<file path="src/rtl/mem_arbiter_pkg.sv">
// Shared types and constants for the image-memory arbiter.
// Grant encoding, default memory geometry and the wait counter width helper.
package mem_arbiter_pkg;

    localparam int unsigned DEF_RAM_WIDTH     = 8;
    localparam int unsigned DEF_RAM_ADDR_BITS = 16;
    localparam int unsigned DEF_MAX_WAIT      = 4;

    typedef enum logic [1:0] {
        GNT_NONE = 2'd0,
        GNT_VID  = 2'd1,
        GNT_HOST = 2'd2
    } grant_t;

    function automatic int unsigned wait_cnt_width(input int unsigned max_wait);
        return $clog2(max_wait + 1);
    endfunction

endpackage

</file>
<file path="src/rtl/mem_arbiter_vid_skid.sv">
// One-entry holding register for a video read address displaced by a forced host slot.
// Load wins over unload so a served entry can be refilled in the same cycle.
module vid_skid #(
    parameter int unsigned ADDR_BITS = 16
) (
    input  logic                 clk,
    input  logic                 reset,
    input  logic                 load,
    input  logic                 unload,
    input  logic [ADDR_BITS-1:0] addr_in,
    output logic                 full,
    output logic [ADDR_BITS-1:0] addr
);

    always_ff @(posedge clk) begin
        if (reset) begin
            full <= 1'b0;
            addr <= '0;
        end else if (load) begin
            full <= 1'b1;
            addr <= addr_in;
        end else if (unload) begin
            full <= 1'b0;
        end
    end

endmodule

</file>
<file path="src/rtl/mem_arbiter.sv">
// Shares the single-port image memory between a fixed-latency video read port
// (priority) and a req/ack host port with a starvation-bounded forced slot.
module mem_arbiter
    import mem_arbiter_pkg::*;
#(
    parameter int unsigned RAM_WIDTH     = DEF_RAM_WIDTH,
    parameter int unsigned RAM_ADDR_BITS = DEF_RAM_ADDR_BITS,
    parameter int unsigned MAX_WAIT      = DEF_MAX_WAIT
) (
    input  logic                     clk,
    input  logic                     reset,
    input  logic                     vid_req,
    input  logic [RAM_ADDR_BITS-1:0] vid_addr,
    output logic                     vid_ready,
    output logic                     vid_valid,
    output logic [RAM_WIDTH-1:0]     vid_data,
    output logic                     vid_overflow,
    input  logic                     host_req,
    input  logic                     host_we,
    input  logic [RAM_ADDR_BITS-1:0] host_addr,
    input  logic [RAM_WIDTH-1:0]     host_wdata,
    output logic                     host_ack,
    output logic [RAM_WIDTH-1:0]     host_rdata,
    output logic                     mem_we,
    output logic [RAM_ADDR_BITS-1:0] mem_addr,
    output logic [RAM_WIDTH-1:0]     mem_di,
    input  logic [RAM_WIDTH-1:0]     mem_do
);

    localparam int unsigned WAIT_W = wait_cnt_width(MAX_WAIT);

    grant_t                   grant;
    logic                     host_busy;
    logic [WAIT_W-1:0]        wait_cnt;
    logic                     host_elig;
    logic                     host_force;
    logic                     skid_full;
    logic [RAM_ADDR_BITS-1:0] skid_addr;
    logic                     skid_load;
    logic                     skid_unload;
    logic                     vid_drop;

    vid_skid #(
        .ADDR_BITS (RAM_ADDR_BITS)
    ) u_skid (
        .clk     (clk),
        .reset   (reset),
        .load    (skid_load),
        .unload  (skid_unload),
        .addr_in (vid_addr),
        .full    (skid_full),
        .addr    (skid_addr)
    );

    // Grant decision and memory port drive; a forced host slot beats any video.
    always_comb begin
        grant       = GNT_NONE;
        mem_addr    = vid_addr;
        mem_we      = 1'b0;
        mem_di      = host_wdata;
        host_elig   = host_req && !host_busy;
        host_force  = host_elig && (wait_cnt == WAIT_W'(MAX_WAIT));
        vid_ready   = !(skid_full && host_force);
        vid_drop    = vid_req && !vid_ready;
        skid_load   = vid_req && vid_ready && (host_force || skid_full);
        skid_unload = skid_full && !host_force;

        if (host_force) begin
            grant = GNT_HOST;
        end else if (skid_full || vid_req) begin
            grant = GNT_VID;
        end else if (host_elig) begin
            grant = GNT_HOST;
        end

        case (grant)
            GNT_HOST: begin
                mem_addr = host_addr;
                mem_we   = host_we && !reset;
            end
            GNT_VID: begin
                mem_addr = skid_full ? skid_addr : vid_addr;
            end
            default: begin
            end
        endcase
    end

    // Host starvation counter: counts eligible cycles the host was passed over.
    always_ff @(posedge clk) begin
        if (reset) begin
            wait_cnt <= '0;
        end else if (!host_req || grant == GNT_HOST) begin
            wait_cnt <= '0;
        end else if (host_elig && wait_cnt != WAIT_W'(MAX_WAIT)) begin
            wait_cnt <= wait_cnt + WAIT_W'(1);
        end
    end

    // Registered results; a grant in a reset cycle yields nothing.
    always_ff @(posedge clk) begin
        if (reset) begin
            vid_valid    <= 1'b0;
            vid_data     <= '0;
            vid_overflow <= 1'b0;
            host_ack     <= 1'b0;
            host_rdata   <= '0;
            host_busy    <= 1'b0;
        end else begin
            vid_valid    <= (grant == GNT_VID);
            host_ack     <= (grant == GNT_HOST);
            host_busy    <= (grant == GNT_HOST);
            vid_overflow <= vid_overflow || vid_drop;
            if (grant == GNT_VID) begin
                vid_data <= mem_do;
            end
            if (grant == GNT_HOST && !host_we) begin
                host_rdata <= mem_do;
            end
        end
    end

endmodule

</file>
<file path="config.mk">
export PLATFORM = sky130hd
export DESIGN_NAME = mem_arbiter
export DESIGN_NICKNAME = d
export VERILOG_FILES = /design/src/rtl/mem_arbiter_pkg.sv /design/src/rtl/mem_arbiter_vid_skid.sv /design/src/rtl/mem_arbiter.sv
export SDC_FILE = /design/constraint.sdc
export NUM_CORES = 1
export LEC_CHECK = 0
export ABC_AREA = 1
export CAP_MARGIN = 5
export CORE_ASPECT_RATIO = 1.5
export CORE_MARGIN = 3
export CORE_UTILIZATION = 35
export DETAILED_ROUTE_END_ITERATION = 12
export PLACE_DENSITY = 0.71
export SYNTH_ARGS = -nofsm -noshare
export SYNTH_HDL_FRONTEND = slang
export SYNTH_SLANG_ARGS = --single-unit
</file>
<file path="constraint.sdc">
create_clock -name clk -period 2.4 [get_ports clk]
set_input_delay 0.36 -clock clk [delete_from_list [all_inputs] [get_ports clk]]
set_output_delay 0.36 -clock clk [all_outputs]
set_load 0.02 [all_outputs]
</file>
==> impl_results.md, run 1 <==
- Part of the power in registers: 0.454
- Largest net degree at the start of global routing: 20
- DRT iter0 DRCs: around 90
- Synth top area share: 0.338
- Seq/Total Area, Yosys: 0.338
- Gate power share: 0.258
- Die extent in y: 105 um
- Asr flop ratio synth: 0
- Port Buffers: 81
- Vias in the first global route: 2305
- Hold WC Path Type: reg2reg
- Least-Margin Pin Slew: ~250 ps
- DR vias: 2416
- Status: finished, final reports clean
- Slowest CP cell: clkdlybuf4s50_1
- Max IR drop VDD: 0.000338 V
- List of most frequent post-synthesis cells: 89 x nor2_1, 68 x nand2_1, 64 x inv_1, 39 x dfxtp_1, 24 x o21ai_0
- Drt total wl: about 6.0 mm
- Gp weighted congestion: 0.767
- Syn avg cell area: 6.31 um^2
- Final net count: 505
- CP cell instances: clkdlybuf4s50_1 -> inv_2 -> o21ai_4 -> buf_12 -> buf_4 -> o22ai_1 -> nor2_1 -> dlygate4sd2_1
- Initial Utilization: 0.369
- Post-synth EDFFs: 0
- Skew final: 9.75 ps
- Max Slew Vio Count: 0
- Non-Filler Instances: 525
- Fin crit share: 0.962
- Largest cells by area after synthesis: dfxtp_1 34%, nor2_1 14%, nand2_1 11%
- Row cnt: 35
- Hold Buf Count CTS: 0
- Routed Antenna Nets: 0
- Worst slew margin: 0.831
- Unrepaired setup endpoints after global routing: no
- Main synth FF type: dfxtp_1
- First-pass GRT wire length: between 10 and 15 mm
- CP Class: in2out
- IO Count: 98
- Biggest area consumer among synthesized cells: dfxtp_1
- Max-cap viol count: 0
- CTS tree: built
- Internal: 1.06 mW
- Req. time, crit path: 2040 ps
- All-layer global routing usage: 0.164
- H-tree depth: 2
- Sw frac: 0.294
- Total core area: 6260 um^2
- Hpwl dp: 4.58 mm
- Clk slew on worst S/H paths: 70 ps
- Worst skew pair latency: 290 ps
- Switching Power: approximately 0.44 mW
- Sink Count: 39
- CTS Root Cell: clkbuf_8
- Maximum clock insertion buffer count: 2
- Post-Syn Nets: 421
- # fillers: approximately 630
- Post-DP Area: 3190 um^2
- R2R Setup Slk: 640 ps
- PD cells: 459 nW/um^2
- Final TNS setup: 0 ps
- Fin. Hold Viols: 0
- Synth warn: 0
- Most frequent cell after synthesis: nor2_1
- #FFs+latches synth: 39
- Router iterations before antenna repair: 5
- Clk pwr share: 0.288
- Static leakage: 1.49 nW
- Syn Inst Count: about 370
- DIE WIDTH: roughly 72 um
- Share of cells above drive strength 1: 0.109
- CTS buffer count: 5
- CP Launch Type: input pin
- Fin area: 3260 um^2
- Avg Vias per Cell: 4.60
- Worst-path fanout max: 6
- Unique cell type count in the Yosys netlist: 23
- Synth-to-Final Area Change: 41.3%
- Setup-failing EPs final: 0
- Routed wire per std cell: 11.5 um
- Full die area: ~7600 um^2
- Dpl cells: a little over 500
- Final min period: 2310 ps
- Crit path DAT: 1950 ps
- CP max stage delay: 510 ps
- Number of diodes: 0
- Achievable Freq: 0.433 GHz
- Drc violations: 0
- Syn Std Cell Area: 2310 um^2
- CP Capture Type: primary output
- GR Overflow Total: 0
- Initial antenna violation count: 0
worst paths after layout:
check	depth (start not counted)	endpoint	start
worst max-delay path	8	mem_addr[0]	host_req
worst min-delay path	2	vid_overflow$_SDFF_PP0_	vid_overflow$_SDFF_PP0_
worst max register to register	12	host_rdata[5]$_SDFFE_PP0P_	wait_cnt[0]$_SDFFE_PP0P_
worst min register to register	2	vid_overflow$_SDFF_PP0_	vid_overflow$_SDFF_PP0_
cell type report:
cell class / instances / area [um^2] / area share
clock buffers: 6 / 72.6 / 0.0222
clock inverters: 2 / 12.5 / 0.00384
inverters: 66 / 248 / 0.0759
multi-input cells: 236 / 1120 / 0.345
flip-flops and latches: 39 / 781 / 0.239
well taps: 74 / 92.6 / 0.0284
repair buffers: 102 / 931 / 0.285
power groups by stage:
| stage | Sequential (mW) | Combinational [mW] | Clock, mW |
|---|---|---|---|
| floorplan | 0.719 | 0.184 | 0 |
| global placement | 0.694 | 0.401 | 0 |
| detailed placement | 0.695 | 0.404 | 0 |
| CTS | 0.680 | 0.394 | 0.448 |
| global route | 0.682 | 0.423 | 0.470 |
| finish | 0.680 | 0.387 | 0.431 |
cells by family (layout without fill, tap and decap cells):
kind of cell	after synthesis	in the layout	share of synthesized area
AO/OA/AOI/OAI	39	39	0.0949
XOR/XNOR	1	1	0.00379
adder cells (fa/ha/maj)	2	2	0.0108
buffers and inverters	91	176	0.178
flip-flops	39	39	0.338
AND/OR/NAND/NOR	194	194	0.374
stage by stage:
step	util	hold slack [ps]	worst slack, ps	power, mW
finish	0.521	458	90.1	1.50
global route	0.521	500	1.16	1.58
CTS	0.525	467	32.3	1.52
detailed placement	0.509	456	-204	1.10
global placement	0.509	452	-174	1.10
floorplan	-	429	404	0.904
layer usage:
metal | GRT usage | vias up | wire length [um]
li1 | - | 1279 | -
met1 | 0.180 | 1071 | 2440
met2 | 0.289 | 62 | 3060
met3 | 0.0582 | 4 | 490
met4 | 0.0457 | 0 | 37
met5 | 0 | - | 0
what timing repair did:
item | CTS | global route
gates resized for setup | 18 | 28
endpoints found under the setup margin | 17 | 13
buffers inserted | 2 | 0
pin swaps | 1 | 0
critical path: cells and delay by family:
| kind | cells | cell delay (ps) |
|---|---|---|
| AOI/OAI and AO/OA | 2 | 290 |
| buffers and inverters | 5 | 1210 |
| and+or+nand+nor | 1 | 100 |
state kept, by name (all words and copies together) (netlist names):
signal,flops
u_skid.addr,16
host_rdata,8
vid_data,8
wait_cnt,3
host_busy,1
u_skid.full,1
vid_overflow,1
vid_valid,1
placed cells by master (no fill, tap or decap), drive strengths merged, types with 7 or more instances in the layout:
cell type      Yosys  routed
clkbuf             5      15
nand3              7       7
clkdlybuf4s50      0      64
dfxtp             39      39
o21ai             25      25
buf               20      21
nand2             72      72
nand4             17      17
o22ai             10      10
nor3               7       7
inv               66      66
nor2              91      91
(Power assumes the default switching activity.)
==> run 2, diff against run 1 <==
--- a/config.mk
+++ b/config.mk
@@ -11,7 +11,9 @@
 export CORE_MARGIN = 3
 export CORE_UTILIZATION = 35
 export DETAILED_ROUTE_END_ITERATION = 12
+export HOLD_SLACK_MARGIN = 0.05
 export PLACE_DENSITY = 0.71
+export SKIP_LAST_GASP = 1
 export SYNTH_ARGS = -nofsm -noshare
 export SYNTH_HDL_FRONTEND = slang
 export SYNTH_SLANG_ARGS = --single-unit
==> results of run 2 <==
Same layout as run 1: the final DEF is identical, and so are final timing and power.
